**src/rtl/td4_loader_if.sv**
```systemverilog
// Host byte stream and program-memory write port of the TD4 program loader.
interface td4_loader_if;
    logic       in_valid;
    logic [7:0] in_data;
    logic       in_ready;
    logic       wr_en;
    logic [3:0] wr_addr;
    logic [7:0] wr_data;

    modport master (
        output in_valid,
        output in_data,
        input  in_ready,
        input  wr_en,
        input  wr_addr,
        input  wr_data
    );

    modport slave (
        input  in_valid,
        input  in_data,
        output in_ready,
        output wr_en,
        output wr_addr,
        output wr_data
    );
endinterface

```
**src/rtl/td4_loader.sv**
```systemverilog
// TD4 program loader: header, 16 program bytes, checksum; holds the CPU in
// reset while a frame is in flight and reports the outcome with sticky flags.
module td4_loader #(
    parameter logic [7:0] HEADER  = 8'hA5,
    parameter int         TIMEOUT = 1024
) (
    input  logic        clock,
    input  logic        reset,
    td4_loader_if.slave bus,
    output logic        cpu_hold,
    output logic        load_ok,
    output logic        load_err
);

    localparam int              CNT_W    = $clog2(TIMEOUT);
    localparam logic [CNT_W-1:0] CNT_ZERO = {CNT_W{1'b0}};
    localparam logic [CNT_W-1:0] CNT_ONE  = CNT_W'(1);
    localparam logic [CNT_W-1:0] CNT_LAST = CNT_W'(TIMEOUT - 1);

    typedef enum logic [1:0] {
        IDLE = 2'd0,
        DATA = 2'd1,
        SUM  = 2'd2
    } state_t;

    state_t           state_r;
    state_t           stateNext_s;
    logic [3:0]       index_r;
    logic [3:0]       indexNext_s;
    logic [7:0]       sum_r;
    logic [7:0]       sumNext_s;
    logic [CNT_W-1:0] idleCnt_r;
    logic [CNT_W-1:0] idleNext_s;
    logic             inReady_r;
    logic             wrEn_r;
    logic             wrEnNext_s;
    logic [3:0]       wrAddr_r;
    logic [3:0]       wrAddrNext_s;
    logic [7:0]       wrData_r;
    logic [7:0]       wrDataNext_s;
    logic             cpuHold_r;
    logic             holdNext_s;
    logic             loadOk_r;
    logic             okNext_s;
    logic             loadErr_r;
    logic             errNext_s;
    logic             accept_s;
    logic             timeout_s;

    function automatic logic [7:0] sumAdd(input logic [7:0] a, input logic [7:0] b);
        return a + b;
    endfunction

    assign accept_s  = bus.in_valid & inReady_r;
    // An accept on the expiry cycle takes priority over the timeout.
    assign timeout_s = (~accept_s) & (idleCnt_r == CNT_LAST);

    // Next-state and next-output logic for the frame FSM.
    always_comb begin
        stateNext_s  = state_r;
        indexNext_s  = index_r;
        sumNext_s    = sum_r;
        idleNext_s   = idleCnt_r;
        wrEnNext_s   = 1'b0;
        wrAddrNext_s = wrAddr_r;
        wrDataNext_s = wrData_r;
        holdNext_s   = cpuHold_r;
        okNext_s     = loadOk_r;
        errNext_s    = loadErr_r;
        case (state_r)
            IDLE: begin
                idleNext_s = CNT_ZERO;
                if (accept_s && (bus.in_data == HEADER)) begin
                    stateNext_s = DATA;
                    indexNext_s = 4'd0;
                    sumNext_s   = 8'd0;
                    holdNext_s  = 1'b1;
                    okNext_s    = 1'b0;
                    errNext_s   = 1'b0;
                end else begin
                    stateNext_s = IDLE;
                end
            end
            DATA: begin
                if (accept_s) begin
                    idleNext_s   = CNT_ZERO;
                    wrEnNext_s   = 1'b1;
                    wrAddrNext_s = index_r;
                    wrDataNext_s = bus.in_data;
                    sumNext_s    = sumAdd(sum_r, bus.in_data);
                    indexNext_s  = index_r + 4'd1;
                    if (index_r == 4'd15) begin
                        stateNext_s = SUM;
                    end else begin
                        stateNext_s = DATA;
                    end
                end else if (timeout_s) begin
                    idleNext_s  = CNT_ZERO;
                    errNext_s   = 1'b1;
                    holdNext_s  = 1'b1;
                    stateNext_s = IDLE;
                end else begin
                    idleNext_s = idleCnt_r + CNT_ONE;
                end
            end
            SUM: begin
                if (accept_s) begin
                    idleNext_s  = CNT_ZERO;
                    stateNext_s = IDLE;
                    if (bus.in_data == sum_r) begin
                        okNext_s   = 1'b1;
                        holdNext_s = 1'b0;
                    end else begin
                        errNext_s  = 1'b1;
                        holdNext_s = 1'b1;
                    end
                end else if (timeout_s) begin
                    idleNext_s  = CNT_ZERO;
                    errNext_s   = 1'b1;
                    holdNext_s  = 1'b1;
                    stateNext_s = IDLE;
                end else begin
                    idleNext_s = idleCnt_r + CNT_ONE;
                end
            end
            default: begin
                stateNext_s = IDLE;
                idleNext_s  = CNT_ZERO;
            end
        endcase
    end

    // State, datapath and output registers.
    always_ff @(posedge clock or negedge reset) begin
        if (!reset) begin
            state_r   <= IDLE;
            index_r   <= 4'd0;
            sum_r     <= 8'd0;
            idleCnt_r <= CNT_ZERO;
            inReady_r <= 1'b0;
            wrEn_r    <= 1'b0;
            wrAddr_r  <= 4'd0;
            wrData_r  <= 8'd0;
            cpuHold_r <= 1'b0;
            loadOk_r  <= 1'b0;
            loadErr_r <= 1'b0;
        end else begin
            state_r   <= stateNext_s;
            index_r   <= indexNext_s;
            sum_r     <= sumNext_s;
            idleCnt_r <= idleNext_s;
            inReady_r <= 1'b1;
            wrEn_r    <= wrEnNext_s;
            wrAddr_r  <= wrAddrNext_s;
            wrData_r  <= wrDataNext_s;
            cpuHold_r <= holdNext_s;
            loadOk_r  <= okNext_s;
            loadErr_r <= errNext_s;
        end
    end

    assign bus.in_ready = inReady_r;
    assign bus.wr_en    = wrEn_r;
    assign bus.wr_addr  = wrAddr_r;
    assign bus.wr_data  = wrData_r;
    assign cpu_hold     = cpuHold_r;
    assign load_ok      = loadOk_r;
    assign load_err     = loadErr_r;

endmodule

```
**src/flat_wrapper.sv**
```systemverilog
// flat-port wrapper written by rule: the top's interface ports become plain ports
module td4_loader_flat 
#(
    parameter logic [7:0] HEADER  = 8'hA5,
    parameter int         TIMEOUT = 1024
)
  (clock, reset, cpu_hold, load_ok, load_err, bus_in_valid, bus_in_data, bus_in_ready, bus_wr_en, bus_wr_addr, bus_wr_data);
  td4_loader_if bus_i ();
  input  logic clock;
  input  logic reset;
  output logic cpu_hold;
  output logic load_ok;
  output logic load_err;
  input wire logic [$bits(bus_i.in_valid)-1:0] bus_in_valid;
  input wire logic [$bits(bus_i.in_data)-1:0] bus_in_data;
  output wire logic [$bits(bus_i.in_ready)-1:0] bus_in_ready;
  output wire logic [$bits(bus_i.wr_en)-1:0] bus_wr_en;
  output wire logic [$bits(bus_i.wr_addr)-1:0] bus_wr_addr;
  output wire logic [$bits(bus_i.wr_data)-1:0] bus_wr_data;
  assign bus_i.in_valid = bus_in_valid;
  assign bus_i.in_data = bus_in_data;
  assign bus_in_ready = bus_i.in_ready;
  assign bus_wr_en = bus_i.wr_en;
  assign bus_wr_addr = bus_i.wr_addr;
  assign bus_wr_data = bus_i.wr_data;
  td4_loader #(.HEADER(HEADER), .TIMEOUT(TIMEOUT)) u_core (.clock(clock), .reset(reset), .bus(bus_i), .cpu_hold(cpu_hold), .load_ok(load_ok), .load_err(load_err));
endmodule
```
**config.mk**
```make
export PLATFORM = sky130hd
export DESIGN_NAME = td4_loader_flat
export DESIGN_NICKNAME = d
export VERILOG_FILES = /design/src/rtl/td4_loader_if.sv /design/src/rtl/td4_loader.sv /design/src/flat_wrapper.sv
export SDC_FILE = /design/constraint.sdc
export NUM_CORES = 1
export LEC_CHECK = 0
export BUFFER_PORTS_ARGS = -buffer_cell sky130_fd_sc_hd__buf_4
export CAP_MARGIN = 10
export CORE_MARGIN = 3
export CORE_UTILIZATION = 57
export DETAILED_ROUTE_END_ITERATION = 10
export GPL_TIMING_DRIVEN = 0
export PLACE_DENSITY_LB_ADDON = 0.08
export SYNTH_ARGS = -nofsm -noshare
export SYNTH_HDL_FRONTEND = slang
export SYNTH_SLANG_ARGS = --single-unit
```
**constraint.sdc**
```tcl
create_clock -name clock -period 3 [get_ports clock]
set_clock_uncertainty 0.2 [all_clocks]
set_input_delay 0.15 -clock clock [delete_from_list [all_inputs] [get_ports clock]]
set_output_delay 0.15 -clock clock [all_outputs]
set_load 0.005 [all_outputs]
```
==> results.json, run 1 <==
{
  "status": "complete, no violations",
  "fmax_mhz": 422,
  "synth_compound_area_frac": 0.168,
  "synth_top_family_by_area": "simple AND/OR/NAND/NOR gates",
  "port_buffers": 27,
  "synth_area_um2": 2180,
  "setup-tns-final_ps": 0,
  "drv_cap": 0,
  "power.density_nw_per_um2": 414,
  "clock-root-buffer": "clkbuf_8",
  "synth-simple-area-share": 0.187,
  "hold_viol": 0,
  "tightest_slew_ps": 610,
  "fin_crit_sh": 0.790,
  "setup_viol": 0,
  "fin_nets": 290,
  "syn_area_per_cell_um2": 9.82,
  "yosys.cell_types.count": 42,
  "synth.top_cell.area_share": 0.471,
  "netlist_top_cells_area": "dfrtp_1 (47%), nand2_1 (7.7%), ha_1 (7.5%)",
  "firstDrtPassIters": 4,
  "power.leakage_nw": 1.31,
  "finalCriticalPeriod_ps": 2370,
  "grt_pass1_wl_um": 8130,
  "pwr-share-clk": 0.428,
  "die_w_um": 67.8,
  "clock_latency_ps": 300,
  "p_switching_uw": 237,
  "synth-xor-area-share": 0.0563,
  "final_layout_size_suffix_gt1_frac": 0.173,
  "grt_pass1_vias": 1736,
  "grt_setup_unrepaired": "no",
  "cts_htree_levels": 2,
  "start_util": 0.624,
  "diodes": 0,
  "initialDrtViolationCount": 101,
  "power_frac_seq": 0.509,
  "dp_hpwl_um": 3260,
  "die-area_um2": 4600,
  "cts_tree": "built",
  "grt.total_usage": 0.238,
  "netSwitchingFraction": 0.216,
  "routedWlPerCell_um": 15.4,
  "antenna_found_initial": 0,
  "muxShareOfSynthArea": 0,
  "slew_headroom": 0.592,
  "via_per_inst": 5.73,
  "wirelength_um": 4800,
  "synth_adder_area_share": 0.0838,
  "comb_power_share": 0.063,
  "cp_max_fo": 6,
  "critPathLaunchType": "input port",
  "yosys.area.top_type": "dfrtp_1",
  "gp_congestion": 0.862,
  "numCtsBuffers": 5,
  "critPathKind": "input port to register",
  "syn-instance-count": 222,
  "p_total_mw": 1.10,
  "p_int_uw": 859,
  "syn2layout_area_growth_pct": 21.4,
  "rows": 21,
  "postCtsSetupRepairBufs": 0,
  "synth_nets": 247,
  "hp-class": "input port to register",
  "synth_edf_count": 0,
  "ys_warn_count": 0,
  "route.vias.total": 1787,
  "io_pins": 28,
  "crit_required_ps": 3030,
  "endpoint_kind": "register",
  "clock-sinks": 41,
  "ant_nets": 0,
  "yosys_most_used_dff": "dfrtp_1",
  "synth-seq-cells": 41,
  "grt_max_degree": 42,
  "async_flop_share": 1.00,
  "core_area_um2": 3490,
  "irDropWorstVdd_mv": 0.208,
  "gr-total-overflow": 0,
  "arrival_ps": 2400,
  "yosysSeqAreaShare": 0.471,
  "timing.final.max_slew_violations": 0,
  "clock_path_buffers": 2,
  "path_clk_slew_ps": 80,
  "die_h_um": 67.8,
  "drc": 0
}
-- timing repair --
item / CTS / global route
hold buffers: 9 / 0
endpoints found under the setup margin: 0 / 0
gates resized for setup: 0 / 0
endpoints found under the hold margin: 49 / 0
-- cell usage in the layout, fill, tap and decap left out, types with 2 or more instances in the layout --
| master | count |
|---|---|
| o211ai_1 | 2 |
| buf_4 | 28 |
| ha_1 | 13 |
| nor4_1 | 2 |
| o31ai_1 | 4 |
| dlygate4sd3_1 | 9 |
| nand4_1 | 3 |
| and4_1 | 2 |
| xnor2_1 | 7 |
| a21oi_1 | 10 |
| a22o_1 | 6 |
| nor3_1 | 3 |
| a211oi_1 | 3 |
| o21ai_1 | 2 |
| clkbuf_1 | 4 |
| nand2_1 | 45 |
| nand3_1 | 7 |
| inv_1 | 11 |
| a31oi_1 | 2 |
| nor2_1 | 19 |
| dfrtp_1 | 41 |
| clkbuf_8 | 6 |
| o21ai_0 | 7 |
| a21o_1 | 3 |
| xor2_1 | 7 |
-- through the flow --
stage / hold slack (ps) / instances / instance area [um^2] / setup slack [ps] / util
3_5_place_dp: -39.5 / 295 / 2440 / 756 / 0.698
3_3_place_gp: -38.0 / 295 / 2440 / 809 / 0.698
4_1_cts: 36.5 / 312 / 2650 / 642 / 0.757
5_1_grt: 88.2 / 312 / 2650 / 446 / 0.757
6_report: 36.6 / 312 / 2650 / 630 / 0.757
2_1_floorplan: -346 / 222 / 2180 / 937 / -
-- power groups by stage --
stage | Clock (mW) | Combinational [mW] | Sequential (mW)
after floorplan | 0 | 0.0250 | 0.569
after global placement | 0 | 0.0586 | 0.569
after detailed placement | 0 | 0.0597 | 0.569
after CTS | 0.468 | 0.0693 | 0.558
after global routing | 0.494 | 0.0768 | 0.558
final | 0.469 | 0.0693 | 0.558
-- flip-flops by register name, indices dropped and copies added (netlist names), 2 cells and up --
register	cells
u_core.bus.wr_data	8
u_core.state_r	2
u_core.index_r	4
u_core.idleCnt_r	10
u_core.sum_r	8
u_core.bus.wr_addr	4
-- worst max-delay path: stages --
cell and delay, ps:
dlygate4sd3_1 540, buf_4 140, ha_1 370, o211ai_1 210
o21ai_1 140, and4_2 270, o41a_2 420, a31oi_1 140
-- synth_stat cells, types with 4 or more instances --
cell	n
nand2_1	45
xnor2_1	7
xor2_1	7
nor2_1	19
a21oi_1	10
nand3_1	7
ha_1	13
dfrtp_1	41
o21ai_0	7
o31ai_1	4
a22o_1	6
inv_1	11
-- routing by layer --
| metal | GRT usage | wire length (um) | up-vias |
|---|---|---|---|
| met5 | 0 | 0 | - |
| met1 | 0.322 | 2290 | 874 |
| met4 | 0.107 | 102 | 0 |
| li1 | - | - | 861 |
| met3 | 0.0427 | 217 | 9 |
| met2 | 0.374 | 2190 | 43 |
-- worst paths after layout --
path,end,slack [ps],start,depth (start not counted)
max,u_core.sum_r[7],630,bus_in_data[2],8
min,u_core.idleCnt_r[8],40,bus_in_valid,3
max reg2reg,u_core.sum_r[7],710,u_core.state_r[1],7
min reg2reg,u_core.bus.wr_addr[2],280,u_core.bus.wr_addr[2],2
max in group asynchronous,u_core.bus.wr_data[0],2080,reset,2
min in group asynchronous,u_core.idleCnt_r[8],160,reset,2
-- cell type report --
type,instances,area (um^2)
Multi-Input combinational cell,165,1080
Sequential cell,41,1030
Fill cell,250,848
Timing Repair Buffer,36,293
Clock buffer,7,86.3
Tap cell,46,57.6
Inverter,11,41.3
Clock inverter,1,30.0
Buffer,5,30.0
-- cell families (layout without fill, tap and decap cells) --
group           Yosys count  count (layout)
simple gates             88              88
compound gates           48              48
flops                    41              41
buf+inv                  16              60
fa+ha+maj                14              14
xor+xnor                 14              14
other cells               1               1
No activity file was read; power rests on OpenSTA's default activity.
==> inputs of run 2 (changes only) <==
==> constraint.sdc (replaced) <==
create_clock -name clock -period 2.4 [get_ports clock]
set_clock_uncertainty 0.2 [all_clocks]
set_input_delay 0.12 -clock clock [delete_from_list [all_inputs] [get_ports clock]]
set_output_delay 0.12 -clock clock [all_outputs]
set_load 0.005 [all_outputs]
==> run 2 against run 1 <==
The run now ends with setup timing left. Register-to-register slack got worse by 580 ps. Core utilization up 0.50 points. Clock power increased by 24%. Hold slack got worse by 25 ps. Critical path depth unchanged. Sequential power is 25% higher. Global-route usage stayed put. Flip-flop and latch count unchanged. Setup slack worse by 650 ps. Power up 25%. Routed wire length increased by 1.7%. Combinational power up 27%. Critical endpoint unchanged. Largest cell class unchanged.
==> results.json, run 2 (same netlist as run 1, synthesis figures left out) <==
{
  "antenna_found_initial": 0,
  "postPlaceCellArea_um2": 2440,
  "timing.rr.start": "u_core.sum_r[4]",
  "grt_max_degree": 42,
  "die_w_um": 67.8,
  "timing.final.max_slew_violations": 0,
  "fin_util": 0.762,
  "power.density_nw_per_um2": 512,
  "postCtsSetupRepairBufs": 0,
  "power.leakage_nw": 1.31,
  "critPathKind": "input port to register",
  "dp_cells": 295,
  "die_h_um": 67.8,
  "fmax_mhz": 414,
  "startpoint": "bus_in_data[4]",
  "rows": 21,
  "fin_nets": 290,
  "ant_nets": 0,
  "grt_pass1_vias": 1736,
  "cts_htree_levels": 2,
  "largest_register": "u_core.idleCnt_r",
  "die-area_um2": 4600,
  "start_util": 0.624,
  "path_clk_slew_ps": 80,
  "grt_pass1_wl_um": 8130,
  "dp_hpwl_um": 3260,
  "via_per_inst": 5.76,
  "clock_latency_ps": 300,
  "diodes": 0,
  "clock-root-buffer": "clkbuf_8",
  "holdPathEnd": "u_core.idleCnt_r[8]",
  "crit_required_ps": 2420,
  "regToRegSetupSlack_ps": 130,
  "final_common_cell": "nand2_1",
  "cp_max_fo": 5,
  "dp_slack_ps": 156,
  "tightest_slew_ps": 513,
  "irDropWorstVdd_mv": 0.263,
  "final_cell_mix": "nand2_1 (45), dfrtp_1 (41), buf_4 (28)",
  "layoutNonFillerInstCount": 312,
  "worstHoldPathCells": 3,
  "status": "finished with violations",
  "final_layout_size_suffix_gt1_frac": 0.192,
  "slew_headroom": 0.658,
  "drv_cap": 0,
  "wirelength_um": 4880,
  "cts_tree": "built",
  "route.vias.total": 1796,
  "syn2layout_area_growth_pct": 22.2,
  "initialDrtViolationCount": 86,
  "holdCritStartpoint": "bus_in_valid",
  "violations": "setup timing",
  "worstRegToRegCells": 6,
  "setup_ws_ps": -16.0,
  "grt.total_usage": 0.238,
  "gp_congestion": 0.862,
  "endpoint_kind": "register",
  "critPathLaunchType": "input port",
  "port_buffers": 27,
  "fin_crit_sh": 1.01,
  "numCtsBuffers": 5,
  "firstDrtPassIters": 4,
  "hp-class": "input port to register",
  "final_area_um2": 2660,
  "setup_viol": 1,
  "r2r-end": "u_core.sum_r[7]",
  "core_area_um2": 3490,
  "io_pins": 28,
  "routedWlPerCell_um": 15.6,
  "finalCriticalPeriod_ps": 2420,
  "clock_path_buffers": 2,
  "clock-sinks": 41,
  "gr-total-overflow": 0,
  "hold_viol": 0,
  "largest_register_ffs": 10,
  "arrival_ps": 2440,
  "setup-tns-final_ps": -16.0,
  "drc": 0
}
run 2: cell count changes in the layout (fill, tap and decap cells not counted):
cell / before / now
a211oi_1: 3 / 2
a211oi_2: 1 / 2
clkbuf_1: 4 / 3
clkbuf_2: 0 / 1
ha_1: 13 / 12
ha_2: 0 / 1
nor2_1: 19 / 18
nor2_2: 0 / 1
nor4_1: 2 / 1
nor4_2: 0 / 1
run 2: routing by layer:
layer | track usage | vias to the layer above | share of wire
li1 | - | 863 | -
met3 | 0.0427 | 8 | 0.046
met2 | 0.374 | 42 | 0.49
met1 | 0.322 | 883 | 0.45
met5 | 0 | - | 0
met4 | 0.107 | 0 | 0.015
run 2: cell type report:
type | count | area, um^2
fill | 248 | 831
buffer | 5 | 31.3
timing repair buffer | 36 | 293
inverter | 11 | 41.3
multi-input combinational | 165 | 1100
tap | 46 | 57.6
clock buffer | 7 | 86.3
clock inverter | 1 | 30.0
sequential | 41 | 1030
run 2: where the power goes:
part	leakage [nW]	switching, mW	total (mW)	internal [mW]
registers	0.561	0.00295	0.697	0.694
clock network	0.0585	0.240	0.580	0.339
logic	0.695	0.0471	0.0880	0.0409
total	1.31	0.291	1.36	1.07
run 2: stage by stage:
step                      hold WS, ps  power [mW]
after global routing             58.2        1.41
after floorplan                  -376       0.742
after CTS                        6.50        1.37
final                            11.3        1.36
after detailed placement        -69.5       0.786
after global placement          -68.0       0.784
run 2: timing repair:
| action | CTS | global route |
|---|---|---|
| endpoints found under the hold margin | 49 | 0 |
| gates resized for setup | 0 | 6 |
| setup endpoints to repair | 0 | 13 |
| hold buffers | 9 | 0 |
run 2: how the worst max path moves through the flow:
stage                                  to  slack [ps]
after floorplan           u_core.sum_r[7]         340
after CTS                 u_core.sum_r[7]          70
after detailed placement  u_core.sum_r[7]         160
after global routing      u_core.sum_r[7]         -90
final                     u_core.sum_r[7]         -20
after global placement    u_core.sum_r[7]         210
run 2: critical path, cell delays in order:
cell	delay, ps
dlygate4sd3_1	550
buf_4	150
ha_1	360
a21oi_1	230
o21ai_1	170
and4_2	280
o41a_2	430
a31oi_1	140
==> inputs of run 3 (changes only) <==
--- a/config.mk
+++ b/config.mk
@@ -12,6 +12,7 @@
 export DETAILED_ROUTE_END_ITERATION = 10
 export GPL_TIMING_DRIVEN = 0
 export PLACE_DENSITY_LB_ADDON = 0.08
+export RECOVER_POWER = 50
 export SYNTH_ARGS = -nofsm -noshare
 export SYNTH_HDL_FRONTEND = slang
 export SYNTH_SLANG_ARGS = --single-unit
==> run 3 against run 2 <==
The flow still finishes with violations (setup timing). Register-to-register slack barely moved. First-iteration DRC count is 5.8% lower. Setup slack improved by 3.6 ps. Count of clock-buffer cells in the layout did not move. Core utilization fell by 0.072 points. Critical path depth stayed put. Largest cell class unchanged. Largest power group unchanged.
==> results.json, run 3 (same netlist as run 1, synthesis figures left out) <==
{
  "status": "finished with violations",
  "violations": "setup timing",
  "diodes": 0,
  "setup_viol": 1,
  "port_buffers": 27,
  "cts_tree": "built",
  "io_pins": 28,
  "tightest_slew_ps": 998,
  "postCtsSetupRepairBufs": 0,
  "route.vias.total": 1794,
  "clock_latency_ps": 300,
  "via_per_inst": 5.75,
  "largest_register_ffs": 10,
  "timing.final.max_slew_violations": 0,
  "final_layout_size_suffix_gt1_frac": 0.192,
  "die-area_um2": 4600,
  "drv_cap": 0,
  "path_cells": "dlygate4sd3_1, buf_4, ha_1, a21oi_1, o21ai_1, and4_2, o41a_2, a31oi_1",
  "clock-sinks": 41,
  "firstDrtPassIters": 4,
  "grt_max_degree": 42,
  "cp_max_fo": 5,
  "hold_viol": 0,
  "grt.total_usage": 0.238,
  "antenna_found_initial": 0,
  "power.density_nw_per_um2": 513,
  "fmax_mhz": 415,
  "arrival_ps": 2440,
  "globalRouteMet2Util": 0.374,
  "die_w_um": 67.8,
  "largest_register": "u_core.idleCnt_r",
  "dp_slack_ps": 156,
  "numCtsBuffers": 5,
  "critPathKind": "input port to register",
  "critPathLaunchType": "input port",
  "rows": 21,
  "power.leakage_nw": 1.31,
  "use_met1": 0.322,
  "initialDrtViolationCount": 81,
  "cts_htree_levels": 2,
  "setup_ws_ps": -12.4,
  "syn2layout_area_growth_pct": 22.1,
  "endpoint_kind": "register",
  "drc": 0,
  "irDropWorstVdd_mv": 0.264,
  "gp_congestion": 0.862,
  "core_area_um2": 3490,
  "clock_path_buffers": 2,
  "hp-class": "input port to register",
  "final_cell_mix": "nand2_1 (45), dfrtp_1 (41), buf_4 (20)",
  "die_h_um": 67.8,
  "fin_nets": 290,
  "grt_pass1_vias": 1736,
  "clock-root-buffer": "clkbuf_8",
  "routedWlPerCell_um": 15.6,
  "grt_pass1_wl_um": 8130,
  "wirelength_um": 4870,
  "finalCriticalPeriod_ps": 2410,
  "final_common_cell": "nand2_1",
  "crit_slowest_cell": "dlygate4sd3_1",
  "ant_nets": 0,
  "gr-total-overflow": 0,
  "start_util": 0.624,
  "path_clk_slew_ps": 80,
  "slew_headroom": 0.334,
  "fin_crit_sh": 1.01,
  "met3_usage": 0.0427,
  "num-fill-cells": 249,
  "dp_hpwl_um": 3260,
  "max_stage_delay_ps": 550,
  "fin_util": 0.762,
  "grt.busiest_layer": "met2",
  "p_total_mw": 1.37,
  "crit_required_ps": 2420
}
run 3: cell types whose count changed in the layout (fill, tap and decap cells not counted):
cell | previous run | this run
buf_4 | 28 | 20
clkbuf_2 | 1 | 2
clkbuf_4 | 0 | 7
run 3: critical path: cells and delay by family:
kind / cells / cell delay, ps
compound gates: 4 / 960
buf+inv: 2 / 700
simple gates: 1 / 280
fa+ha+maj: 1 / 360
run 3: area by class of cell:
class,instances,area (um^2),share of cell area
Multi-Input combinational cell,165,1100,0.413
Sequential cell,41,1030,0.386
Timing Repair Buffer,36,290,0.109
Clock buffer,7,86.3,0.0324
Tap cell,46,57.6,0.0216
Inverter,11,41.3,0.0155
Buffer,5,31.3,0.0118
Clock inverter,1,30.0,0.0113
run 3: per-layer routing:
| metal | wire length (um) | vias to the layer above |
|---|---|---|
| li1 | - | 861 |
| met1 | 2230 | 887 |
| met2 | 2330 | 37 |
| met3 | 212 | 9 |
| met4 | 84 | 0 |
| met5 | 0 | - |
run 3: final timing paths:
kind                                       start               endpoint  slack [ps]  cells after the start
max reg2reg                      u_core.sum_r[4]        u_core.sum_r[7]         130                      6
min in group asynchronous                  reset    u_core.bus.in_ready         320                      2
min reg2reg                u_core.bus.wr_data[5]  u_core.bus.wr_data[5]         280                      2
max                               bus_in_data[4]        u_core.sum_r[7]         -10                      8
max in group asynchronous                  reset  u_core.bus.wr_data[4]        1070                      2
min                                 bus_in_valid    u_core.idleCnt_r[8]          10                      3
run 3: report_power, final:
group          internal [mW]  switching (mW)
Combinational         0.0403          0.0470
Sequential             0.694         0.00295
Clock                  0.339           0.243
Total                   1.07           0.293
run 3: per-stage QoR:
step	hold slack (ps)	instances	cell area, um^2	setup TNS, ps
finish	9.54	312	2660	-12.4
global route	58.2	312	2660	-89.2
CTS	6.50	312	2650	0
detailed placement	-69.5	295	2440	0
global placement	-68.0	295	2440	0
floorplan	-376	222	2180	0
run 3: timing repair:
item,in CTS,in global routing
setup endpoints to repair,0,13
hold buffers,9,0
hold endpoints to repair,49,0
resized for setup,0,6
